[config.mk]
export PLATFORM = sky130hd
export DESIGN_NAME = uart7n_echo_buffer
export DESIGN_NICKNAME = d
export VERILOG_FILES = /design/src/rtl/uart7n_echo_buffer_pkg.sv /design/src/rtl/uart7n_echo_buffer_sync_fifo.sv /design/src/rtl/uart7n_echo_buffer.sv
export SDC_FILE = /design/constraint.sdc
export NUM_CORES = 1
export LEC_CHECK = 0
export ABC_AREA = 1
export CORE_UTILIZATION = 30
export DETAILED_ROUTE_END_ITERATION = 8
export PLACE_DENSITY_LB_ADDON = 0.05
export SETUP_SLACK_MARGIN = 0.02
export SYNTH_ARGS = -nofsm -noshare
export SYNTH_HDL_FRONTEND = slang
export SYNTH_HIERARCHICAL = 1
export SYNTH_SLANG_ARGS = --single-unit
[constraint.sdc]
create_clock -name clk_i -period 5.9 [get_ports clk_i]
set_clock_uncertainty 0.05 [all_clocks]
set_input_delay 1.18 -clock clk_i [delete_from_list [all_inputs] [get_ports clk_i]]
set_output_delay 1.18 -clock clk_i [all_outputs]
set_load 0.005 [all_outputs]
[src/rtl/uart7n_echo_buffer_pkg.sv]
// uart7n_echo_buffer_pkg
// Shared constants for the UART 7N echo buffer: the character width used by
// the UART core and the encodings of the transmit-side handshake states.
// Optional build macro (used by the top level): UART7N_ECHO_ERR_DROP_EN.
package uart7n_echo_buffer_pkg;

    // Character width of the UART core this buffer sits behind.
    localparam int DATA_WIDTH = 7;

    // Transmit handshake state encodings, kept as plain 2-bit constants so
    // they line up with the legacy include-file values.
    localparam logic [1:0] ST_IDLE      = 2'd0;
    localparam logic [1:0] ST_START     = 2'd1;
    localparam logic [1:0] ST_WAIT_BUSY = 2'd2;
    localparam logic [1:0] ST_WAIT_DONE = 2'd3;

endpackage

[src/rtl/uart7n_echo_buffer_sync_fifo.sv]
// uart7n_sync_fifo
// Single-clock FIFO used to park received characters until the transmitter
// can take them. A write arriving while full is accepted only when a read
// happens on the same edge, because the read frees the slot first.
// Read data is registered and holds its value until the next read.
module uart7n_sync_fifo
    import uart7n_echo_buffer_pkg::*;
#(
    parameter int p_width     = DATA_WIDTH,
    parameter int p_depth     = 16,
    parameter int p_cnt_width = 5
) (
    input  logic                   clk,
    input  logic                   rst_n,
    input  logic                   wr_en,
    input  logic [p_width-1:0]     wr_data,
    input  logic                   rd_en,
    output logic [p_width-1:0]     rd_data,
    output logic [p_cnt_width-1:0] count,
    output logic                   full,
    output logic                   empty
);

    // Pointers are one bit narrower than the count; with a power-of-two
    // depth they wrap modulo the depth on their own.
    localparam int ptr_width = p_cnt_width - 1;

    logic [p_width-1:0]   mem [p_depth];
    logic [ptr_width-1:0] wr_ptr;
    logic [ptr_width-1:0] rd_ptr;
    logic                 do_wr;
    logic                 do_rd;

    assign full  = (count == p_cnt_width'(p_depth));
    assign empty = (count == '0);

    assign do_rd = rd_en & ~empty;
    assign do_wr = wr_en & (~full | do_rd);

    // Storage array; left unreset since the count decides what is valid.
    always_ff @(posedge clk) begin
        if (do_wr) begin
            mem[wr_ptr] <= wr_data;
        end
    end

    // Write pointer advances on every accepted write.
    always_ff @(posedge clk or negedge rst_n) begin
        if (!rst_n) begin
            wr_ptr <= '0;
        end else if (do_wr) begin
            wr_ptr <= wr_ptr + ptr_width'(1);
        end
    end

    // Read pointer advances and the head is latched into rd_data on a read.
    always_ff @(posedge clk or negedge rst_n) begin
        if (!rst_n) begin
            rd_ptr  <= '0;
            rd_data <= '0;
        end else if (do_rd) begin
            rd_ptr  <= rd_ptr + ptr_width'(1);
            rd_data <= mem[rd_ptr];
        end
    end

    // Occupancy moves by +1, -1 or stays put when a write and read coincide.
    always_ff @(posedge clk or negedge rst_n) begin
        if (!rst_n) begin
            count <= '0;
        end else begin
            case ({do_wr, do_rd})
                2'b10:   count <= count + p_cnt_width'(1);
                2'b01:   count <= count - p_cnt_width'(1);
                default: count <= count;
            endcase
        end
    end

endmodule

[src/rtl/uart7n_echo_buffer.sv]
// uart7n_echo_buffer
// Glue between the UART 7N receiver and transmitter. Every rising edge of
// the receiver's data-ready level stores one character in a FIFO; the FIFO
// is drained one character at a time into the transmitter with a one-cycle
// start pulse, following the transmitter's busy handshake.
// Build macro UART7N_ECHO_ERR_DROP_EN: when defined, characters flagged with
// a parity/framing error are discarded at capture; otherwise rx_err_i is
// ignored and every character is stored.
module uart7n_echo_buffer
    import uart7n_echo_buffer_pkg::*;
#(
    parameter int p_data_width = DATA_WIDTH,
    parameter int p_depth      = 16,
    parameter int p_cnt_width  = 5
) (
    input  logic                    clk_i,
    input  logic                    rst_n_i,
    input  logic                    rx_data_ready_i,
    input  logic [p_data_width-1:0] rx_data_i,
    input  logic                    rx_err_i,
    input  logic                    tx_en_i,
    input  logic                    tx_busy_i,
    output logic                    tx_start_o,
    output logic [p_data_width-1:0] tx_data_o,
    output logic [p_cnt_width-1:0]  fifo_count_o,
    output logic                    fifo_empty_o,
    output logic                    fifo_full_o,
    output logic                    overflow_o,
    input  logic                    clr_ovf_i
);

    logic       rdy_q;
    logic       capture;
    logic       wr;
    logic       pop;
    logic [1:0] state;

    // A capture is the first cycle of a high data-ready level, so a level
    // held for many cycles still produces exactly one write.
    assign capture = rx_data_ready_i & ~rdy_q;

`ifdef UART7N_ECHO_ERR_DROP_EN
    // Errored characters never reach the FIFO and cannot cause an overflow.
    assign wr = capture & ~rx_err_i;
`else
    // Error flag is intentionally ignored in this build.
    logic unused_rx_err;
    assign unused_rx_err = rx_err_i;
    assign wr = capture;
`endif

    // The head is popped only from IDLE; dropping tx_en_i elsewhere lets the
    // character already handed to the transmitter finish normally.
    assign pop = (state == ST_IDLE) & tx_en_i & ~fifo_empty_o;

    // Start pulse is a pure decode of the START state, so it lasts one cycle.
    assign tx_start_o = (state == ST_START);

    uart7n_sync_fifo #(
        .p_width     (p_data_width),
        .p_depth     (p_depth),
        .p_cnt_width (p_cnt_width)
    ) u_fifo (
        .clk     (clk_i),
        .rst_n   (rst_n_i),
        .wr_en   (wr),
        .wr_data (rx_data_i),
        .rd_en   (pop),
        .rd_data (tx_data_o),
        .count   (fifo_count_o),
        .full    (fifo_full_o),
        .empty   (fifo_empty_o)
    );

    // Delayed copy of data-ready used for rising-edge detection.
    always_ff @(posedge clk_i or negedge rst_n_i) begin
        if (!rst_n_i) begin
            rdy_q <= 1'b0;
        end else begin
            rdy_q <= rx_data_ready_i;
        end
    end

    // Sticky overflow: set when a write is lost, a new loss wins over clear.
    always_ff @(posedge clk_i or negedge rst_n_i) begin
        if (!rst_n_i) begin
            overflow_o <= 1'b0;
        end else if (wr & fifo_full_o & ~pop) begin
            overflow_o <= 1'b1;
        end else if (clr_ovf_i) begin
            overflow_o <= 1'b0;
        end
    end

    // Transmit handshake: pop, pulse start, wait for busy to rise then fall.
    always_ff @(posedge clk_i or negedge rst_n_i) begin
        if (!rst_n_i) begin
            state <= ST_IDLE;
        end else begin
            case (state)
                ST_IDLE: begin
                    if (pop) begin
                        state <= ST_START;
                    end
                end
                ST_START: begin
                    state <= ST_WAIT_BUSY;
                end
                ST_WAIT_BUSY: begin
                    if (tx_busy_i) begin
                        state <= ST_WAIT_DONE;
                    end
                end
                ST_WAIT_DONE: begin
                    if (!tx_busy_i) begin
                        state <= ST_IDLE;
                    end
                end
                default: begin
                    state <= ST_IDLE;
                end
            endcase
        end
    end

endmodule

**Word-level counts from Yosys, hierarchy flattened**

Memory sizes are Yosys's and may differ from the RTL's. A register that Yosys moved wholly into a read port is not among the register bits.
Index checks and enable logic that the tools add are counted.

- $add $sub $neg: 4
- Equal/unequal tests: 9
- Multiplexer cells: 9
- Bitwise operators: 12
- Reductions and logical operators: 6

Operators by type and width:

| operator | number |
|---|---|
| 5-bit one-hot mux with 2 select lines | 1 |
| 4-bit by 1-bit adder with 4-bit output (second input constant) | 2 |
| 2-bit one-hot mux with 4 select lines | 1 |
| 1-bit bitwise AND | 7 |
| 2-bit equality test (second input constant) | 3 |
| 2-bit 2-to-1 mux | 3 |
| 2-bit != test (second input constant) | 3 |
| 5-bit by 1-bit adder with 5-bit output (second input constant) | 1 |
| 5-bit equality test (second input constant) | 1 |
| 5-bit zero test | 1 |
| 5-bit by 1-bit subtractor with 5-bit output (second input constant) | 1 |
| 2-bit by 1-bit equality test with 1-bit output (second input constant) | 2 |
| 1-bit 2-to-1 mux | 4 |
| 1-bit inverter | 4 |
| 2-bit nonzero test | 2 |
| 3-bit AND reduction | 1 |
| 2-bit zero test | 1 |
| 1-bit zero test | 1 |
| 1-bit bitwise OR | 1 |

- Bits in registers: 17
- RAM bits: 112
- Input bits: 14
- Word-level logic and storage cells: 47
- Memories kept: 1

Memory list:

| name | words | width | rd ports | clocked after memory_dff | wr ports | line | source |
|---|---|---|---|---|---|---|---|
| u_fifo.mem | 16 | 7 | 1 | 1 | 1 | uart7n_echo_buffer_sync_fifo.sv:28 | `logic [p_width-1:0] mem [p_depth];` |

**Depth between registers and ports, before layout**

Gate-level depths: netlist of the first run.

- Depth in word-level cells: 8
- Depth in mapped cells: 18
- Mapped depth without buffers: 18

**Cells and area by module**

Netlist of the first run, hierarchy kept.

By module, submodules not included:

| module | times used | cells each | area each (um^2) | sequential area each (um^2) |
|---|---|---|---|---|
| uart7n_sync_fifo | 1 | 594 | 5,910.7 | 3,863.7 |
| uart7n_echo_buffer | 1 | 32 | 279.0 | 100.1 |

**Worst setup path before layout of the first run**

No wires, ideal clock.

- Path kind: input port to flip-flop
- Start: input port tx_en_i
- End: register u_fifo.count[4]
- Setup time: 0.117 ns
- Data arrival time: 2.842 ns
- Setup slack: 2.892 ns
- Stages: 15
- Path buffers: 1
- Cells stage by stage: nand3b_1 > inv_1 > nand2_2 > inv_2 > buf_2 > ha_1 > inv_1 > fa_1 > inv_1 > nand2_1 > nand2_1 > a21oi_1 > xor2_1 > nand2_1 > nand2_1

- Word-level cells in the longest chain between the ends: 7
- Elaborated cells between the ends (all ways): 9
- Those cells by class: 2 x eq/ne; 1 x mux; 5 x bitwise; 1 x reduce/logical

RTL lines:

| element | line | source |
|---|---|---|
| start, declared | uart7n_echo_buffer.sv:21 | `input logic tx_en_i,` |
| 1-bit bitwise AND * (2 in a row) | uart7n_echo_buffer.sv:54 | `assign pop = (state == ST_IDLE) & tx_en_i & ~fifo_empty_o;` |
| via pop | uart7n_echo_buffer.sv:35 | `logic pop;` |
| 1-bit bitwise AND * | uart7n_echo_buffer_sync_fifo.sv:37 | `assign do_rd = rd_en & ~empty;` |
| via u_fifo.do_rd | uart7n_echo_buffer_sync_fifo.sv:32 | `logic do_rd;` |
| 1-bit bitwise OR | uart7n_echo_buffer_sync_fifo.sv:38 | `assign do_wr = wr_en & (~full \| do_rd);` |
| 1-bit bitwise AND | uart7n_echo_buffer_sync_fifo.sv:38 |  |
| 2-bit by 1-bit equality test with 1-bit output or 2-bit equality test (tied branches) | uart7n_echo_buffer_sync_fifo.sv:72 | `case ({do_wr, do_rd})` |
| 5-bit one-hot mux with 2 select lines or 2-bit nonzero test (tied branches) | -- |  |
| end signal, assigned | uart7n_echo_buffer_sync_fifo.sv:73 | `2'b10: count <= count + p_cnt_width'(1);` |
| end signal, assigned | uart7n_echo_buffer_sync_fifo.sv:74 | `2'b01: count <= count - p_cnt_width'(1);` |
| end signal, assigned | uart7n_echo_buffer_sync_fifo.sv:75 | `default: count <= count;` |
| end, declared | uart7n_echo_buffer_sync_fifo.sv:19 | `output logic [p_cnt_width-1:0] count,` |

Mark *: on every way through the listed nets, which the timed path passes. The rest lies on a longest branch.
A chain may end at the register's enable or synchronous reset.

**Worst setup path in the final report of the first run**

- Start: input port tx_en_i
- End: register u_fifo.count[4]

- Word-level cells in the longest chain between the ends: 7
- Elaborated cells between the ends (all ways): 9
- Those cells by class: 2 x eq/ne; 1 x mux; 5 x bitwise; 1 x reduce/logical

RTL lines:

| element | line |
|---|---|
| 1-bit bitwise AND * (2 in a row) | uart7n_echo_buffer.sv:54 |
| via pop | uart7n_echo_buffer.sv:35 |
| 1-bit bitwise AND * | uart7n_echo_buffer_sync_fifo.sv:37 |
| 1-bit bitwise OR | uart7n_echo_buffer_sync_fifo.sv:38 |
| 1-bit bitwise AND | uart7n_echo_buffer_sync_fifo.sv:38 |
| 2-bit by 1-bit equality test with 1-bit output or 2-bit equality test (tied branches) | uart7n_echo_buffer_sync_fifo.sv:72 |
| 5-bit one-hot mux with 2 select lines or 2-bit nonzero test (tied branches) | -- |

Marks and branches as above.

==> flow_metrics.py, run 1 <==
metrics = {
    "outcome": {
        "status": "finished clean",
    },
    "clock_network": {
        "tritoncts": "done",
        "cts_buffers": 17,
        "cts_root_buf": "clkbuf_16",
        "cts_sinks": 136,
        "path_clk_slew_ns": 0.06,
        "clk_latency_ns": 0.42,
        "post_cts_resized": 0,
        "post_cts_buffers": 0,
        "holdBufCountCts": 0,
        "htreeDepth": 4,
        "cts_buffer_depth": 2,
    },
    "yosys": {
        "ys_ff_latch": 136,
        "ys_seq_area_share_pct": 64.0,
        "synthTopCellsByArea": "edfxtp_1 (54%), nand2_1 (12%), dfrtp_1 (9.7%)",
        "ys_warn_count": 6,
        "async_flop_share_pct": 17.6,
        "yosysMostFrequentCell": "nand2_1",
        "synth_cell_types": 27,
        "synth_top_area_share_pct": 54.3,
        "synth-edff-count": 112,
        "synthesis.nets": 654,
        "synth_top_area_cell": "edfxtp_1",
        "ys.flop_type": "edfxtp_1",
        "synth_cells": 626,
        "synth_common_cells": "nand2_1 (198), edfxtp_1 (112), inv_1 (104)",
        "syn_avg_cell_area_um2": 9.89,
        "synth_area_um2": 6190,
    },
    "final_layout": {
        "fin_nets": 681,
        "fin_cells": 936,
        "multi_input_area_um2": 1680,
        "fill_cells": 2049,
        "final_util_pct": 36.1,
        "final_area_um2": 7310,
        "areaGrowthSynthToFinish_pct": 18.0,
        "antenna_cells": 0,
        "layout-drive-gt1-share_pct": 7.66,
        "seqCellArea_um2": 3970,
    },
    "critical_path": {
        "cp.arrival_ns": 3.59,
        "required_ns": 6.16,
        "path_delay_family": "buffers and inverters",
        "crit_top_cell": "nand2_1",
        "crit_slowest_cell": "clkdlybuf4s50_1",
        "cp-start-kind": "input pin",
        "worstReg2RegStart": "u_fifo/count[0]",
        "path_max_fanout": 13,
        "crit_type": "in2reg",
        "cp_num_buf_inv": 5,
        "setup.worst_path.end_class": "flip-flop",
        "crit_path_max_incr_delay_ns": 0.49,
        "cp_cell_sequence": "clkdlybuf4s50_1 -> nand3b_1 -> inv_1 -> nand2_2 -> inv_2 -> ha_1 -> inv_1 -> fa_1 -> inv_1 -> nand2_1 -> nand2_1 -> a21oi_1 -> xor2_1 -> nand2_1 -> nand2_1",
        "worstSetupStartpoint": "tx_en_i",
    },
    "sta": {
        "grt_setup_unrepaired": "false",
        "fmaxAchievable_mhz": 300,
        "tightest_slew_ns": 1.12,
        "maxSlewViolCount": 0,
        "setup_viol": 0,
        "final.period_utilization_pct": 56.4,
        "hold_viol": 0,
        "min_period_ns": 3.33,
        "max_slew_margin_pct": 25.1,
        "fin_tns_setup_ns": 0,
    },
    "route": {
        "totalWireLength_um": 14900,
        "antenna_left": 0,
        "routed_via_density": 4.32,
        "drt_pass1_iterations": 6,
        "wl_per_cell_um": 15.9,
        "dr_total_vias": 4044,
        "drc": 0,
        "drt-initial-drc-count": 287,
    },
    "floorplanning": {
        "initial_core_util_pct": 30.6,
        "num_rows": 52,
        "dieArea_um2": 21200,
        "core_area_um2": 20200,
        "die_h_um": 146,
        "die_w_um": 146,
        "io_pins": 30,
    },
    "run": {
        "drv_cap": 0,
    },
    "power": {
        "p_leak_nw": 3.17,
        "power_frac_seq_pct": 36.1,
        "power_switching_mw": 1.25,
        "power.share.switching_pct": 36.0,
        "ir_drop_uv": 207,
        "pwr-share-comb_pct": 32.5,
        "total_power_mw": 3.46,
        "power.density_nw_per_um2": 473,
        "internal-power_mw": 2.21,
        "power_frac_clock_pct": 31.4,
    },
    "place": {
        "routabilityCongestion": 0.736,
        "io_buffers": 28,
        "hpwl_um": 9160,
        "place_area_um2": 6710,
        "dpl.cell_count": 904,
    },
    "hold_path": {
        "min_from": "u_fifo/rd_data[6]",
        "hp-class": "reg2reg",
    },
    "grt": {
        "overflow": 0,
        "track_usage_pct": 15.1,
        "grt_max_degree": 60,
        "grt_pass1_vias": 3941,
        "grt_pass1_wl_um": 23400,
        "antenna_found_initial": 0,
    },
}
[final cells by class]
| type | instances | area share, % |
|---|---|---|
| repair buffers | 31 | 4.14 |
| multi-input cells | 354 | 22.9 |
| inverters | 113 | 5.81 |
| well taps | 270 | 4.62 |
| flip-flops and latches | 136 | 54.3 |
| clock inverters | 15 | 2.38 |
| clock buffers | 17 | 5.82 |
[path summary, 6_finish.rpt]
path,to,slack (ns),cells past startpoint
worst max-delay path,u_fifo/count[4],2.57,15
worst min-delay path,u_fifo/rd_data[6],0.45,2
worst max register to register,u_fifo/count[4],2.99,17
worst min register to register,u_fifo/rd_data[6],0.45,2
max in group asynchronous,u_fifo/rd_ptr[0],4.45,2
min in group asynchronous,u_fifo/rd_data[6],1.08,2
[routing by layer]
layer  routed length (µm)  GRT usage [%]  vias to the layer above
met1                 6900           20.9                     1934
li1                     -              -                     2050
met5                    0              0                        -
met2                 7340           23.7                       54
met4                  109           4.89                        0
met3                  541           3.20                        6
[worst min-delay path: stages (launching register included)]
cell	delay [ns]
dfrtp_1	0.36
nand2_1	0.06
nand2_1	0.05
[power by group through the flow]
stage	Combinational, mW	Clock, mW	Sequential (mW)
floorplan	0.795	0	1.23
global placement	1.14	0	1.27
detailed placement	1.15	0	1.27
CTS	1.15	1.12	1.25
global route	1.29	1.16	1.27
finish	1.12	1.09	1.25
[flip-flops by register name (all words and copies together), names as in the netlist]
name            count
u_fifo/rd_data      7
overflow_o          1
u_fifo/mem        112
u_fifo/count        5
rdy_q               1
u_fifo/wr_ptr       4
u_fifo/rd_ptr       4
state               2
[layout by cell type, fill, tap and decap left out, drive strengths merged, types with 6 or more instances in the layout]
master	count
clkdlybuf4s50	28
edfxtp	112
nor2	23
nand2	202
xor2	6
ha	13
nand3	91
clkbuf	17
dfrtp	24
o21ai	8
clkinv	7
inv	117
[cells by family (layout without fill, tap and decap cells)]
logic type	after synthesis	after routing	synth area share, %
AND/OR/NAND/NOR	319	319	21.6
AO/OA/AOI/OAI	12	12	1.21
XOR/XNOR	9	9	1.27
adder cells (fa/ha/maj)	14	14	2.95
flip-flops	136	136	64.0
buffers and inverters	136	176	8.87
[through the flow]
stage	hold WS (ns)	setup WS [ns]
finish	0.447	2.57
CTS	0.453	2.61
global placement	0.433	2.19
detailed placement	0.436	2.18
floorplan	0.422	2.89
global route	0.461	2.37
Note: power is estimated with default switching activity, not from simulation.
==> run 2, diff against run 1 <==
Clock period 5.9 ns to 2.8 ns, I/O delays scaled along.
==> run 2 against run 1 <==
Effect of this change: sequential power rose by 110%; non-clock buffer count rose by 31; die area did not move; power rose by 110%; sequential share of layout area fell by 1.6 points; highest routed layer unchanged.
==> flow_metrics.py, run 2 (synthesis results as in run 1) <==
metrics = {
    "clock_network": {
        "clk_latency_ns": 0.42,
        "post_cts_resized": 0,
        "cts_root_buf": "clkbuf_16",
        "post_cts_buffers": 0,
        "cts_buffers": 17,
        "cts_sinks": 136,
        "htreeDepth": 4,
        "path_clk_slew_ns": 0.06,
        "holdBufCountCts": 0,
        "cts_buffer_depth": 2,
        "tritoncts": "done",
    },
    "grt": {
        "track_usage_pct": 15.5,
        "grt_pass1_wl_um": 23900,
        "grt_pass1_vias": 4232,
        "overflow": 0,
        "grt_max_degree": 59,
        "antenna_found_initial": 0,
    },
    "critical_path": {
        "cp_cell_sequence": "nor2_2 -> nand4_1 -> inv_1 -> nand3b_1 -> inv_1 -> inv_1 -> nand2_1 -> nand2_2 -> ha_1 -> inv_1 -> fa_1 -> inv_1 -> nand2_1 -> nand2_1 -> a21oi_1 -> xor2_1 -> nand2_1 -> nand2_1",
        "setup.worst_path.end_class": "flip-flop",
        "reg2reg_setup_slack_ns": 0.26,
        "required_ns": 3.06,
        "cp.arrival_ns": 2.79,
        "worstReg2RegStart": "u_fifo/count[3]",
        "crit_path_max_incr_delay_ns": 0.41,
        "crit_slowest_cell": "dfrtp_1",
        "worstSetupStartpoint": "u_fifo/count[3]",
        "cp-start-kind": "flip-flop",
        "critPathCapture": "u_fifo/count[4]",
        "reg2regPathDepth": 18,
        "crit_type": "reg2reg",
        "path_max_fanout": 4,
        "rr_endpoint": "u_fifo/count[4]",
    },
    "route": {
        "drt_pass1_iterations": 6,
        "drc": 0,
        "dr_total_vias": 4172,
        "antenna_left": 0,
        "totalWireLength_um": 15100,
        "routed_via_density": 4.31,
        "wl_per_cell_um": 15.6,
        "drt-initial-drc-count": 237,
    },
    "sta": {
        "fin_tns_setup_ns": 0,
        "maxSlewViolCount": 0,
        "tightest_slew_ns": 0.725,
        "setup_viol": 0,
        "min_period_ns": 2.54,
        "grt_setup_unrepaired": "false",
        "fmaxAchievable_mhz": 394,
        "hold_viol": 0,
        "max_slew_margin_pct": 51.5,
        "final.period_utilization_pct": 90.6,
    },
    "power": {
        "power.density_nw_per_um2": 975,
        "p_leak_nw": 3.31,
        "total_power_mw": 7.35,
        "ir_drop_uv": 559,
    },
    "place": {
        "place_area_um2": 6940,
        "hpwl_um": 9630,
        "io_buffers": 28,
        "routabilityCongestion": 0.752,
    },
    "run": {
        "drv_cap": 0,
    },
    "floorplanning": {
        "die_h_um": 146,
        "core_area_um2": 20200,
        "initial_core_util_pct": 30.6,
        "dieArea_um2": 21200,
        "num_rows": 52,
        "die_w_um": 146,
        "io_pins": 30,
    },
    "final_layout": {
        "final_area_um2": 7530,
        "layout-drive-gt1-share_pct": 11.5,
        "top_regs": "u_fifo/mem: 112 flops, u_fifo/rd_data: 7 flops, u_fifo/count: 5 flops",
        "antenna_cells": 0,
        "final_common_cell": "nand2_1",
        "fill_cells": 2016,
        "largest_register": "u_fifo/mem",
        "largest_reg_flops": 112,
        "layout_common_cells": "nand2_1 (198), edfxtp_1 (112), inv_1 (104), nand3_1 (91), buf_4 (34)",
        "areaGrowthSynthToFinish_pct": 21.6,
        "final_util_pct": 37.2,
        "fin_nets": 712,
    },
    "outcome": {
        "status": "finished clean",
    },
    "hold_path": {
        "hp-class": "reg2reg",
    },
}
run 2: changes by cell type in the layout (fill, tap and decap cells not counted):
| cell | delta |
|---|---|
| nor2_1 | -1 |
| clkinvlp_4 | +3 |
| buf_4 | +31 |
| clkbuf_1 | +2 |
| inv_6 | -4 |
| clkinv_2 | -2 |
| clkinv_1 | +1 |
| nor2_2 | +1 |
run 2: worst max-delay path, delay by kind of cell, from the launching register on:
family                   cells  cell delay (ns)
AO/OA/AOI/OAI                1             0.07
XOR/XNOR                     1             0.14
adder cells (fa/ha/maj)      2             0.61
buffers and inverters        5             0.36
flip-flops                   1             0.41
AND/OR/NAND/NOR              9             0.77
run 2: where the power goes:
group | switching (mW) | internal, mW | total (mW)
clock | 0.853 | 1.39 | 2.24
combinational | 1.59 | 0.910 | 2.50
sequential | 0.170 | 2.43 | 2.60
total | 2.61 | 4.73 | 7.35
run 2: cell type report:
cell class | count | area (µm²) | share of cell area (%)
well taps | 270 | 338 | 4.49
flip-flops and latches | 136 | 3970 | 52.7
repair buffers | 62 | 536 | 7.11
clock buffers | 19 | 433 | 5.75
inverters | 113 | 424 | 5.63
clock inverters | 13 | 155 | 2.06
multi-input cells | 354 | 1680 | 22.3
run 2: routing by layer:
layer  share of wire [%]  up-vias  GRT usage, %
met3                 3.1       19          3.67
met5                   0        -             0
li1                    -     2114             -
met1                  48     1970          20.2
met2                  47       69          25.0
met4                 1.8        0          5.74
run 2: worst min path at each step:
stage                                  from                 to  slack, ns  depth (start not counted)
after floorplan                     rst_n_i         overflow_o       0.21                          0
after global placement    u_fifo/rd_data[6]  u_fifo/rd_data[6]       0.43                          2
after detailed placement  u_fifo/rd_data[5]  u_fifo/rd_data[5]       0.43                          2
after CTS                 u_fifo/rd_data[5]  u_fifo/rd_data[5]       0.45                          2
after global routing      u_fifo/rd_data[3]  u_fifo/rd_data[3]       0.47                          2
final                     u_fifo/rd_data[5]  u_fifo/rd_data[5]       0.44                          2
run 2: through the flow:
| step | hold WS (ns) | std cells | setup WS, ns |
|---|---|---|---|
| detailed placement | 0.432 | 935 | 0.0891 |
| finish | 0.442 | 967 | 0.265 |
| global placement | 0.429 | 935 | 0.0973 |
| global route | 0.466 | 967 | 0.0400 |
| CTS | 0.448 | 967 | 0.211 |
| floorplan | 0.214 | 626 | 0.188 |
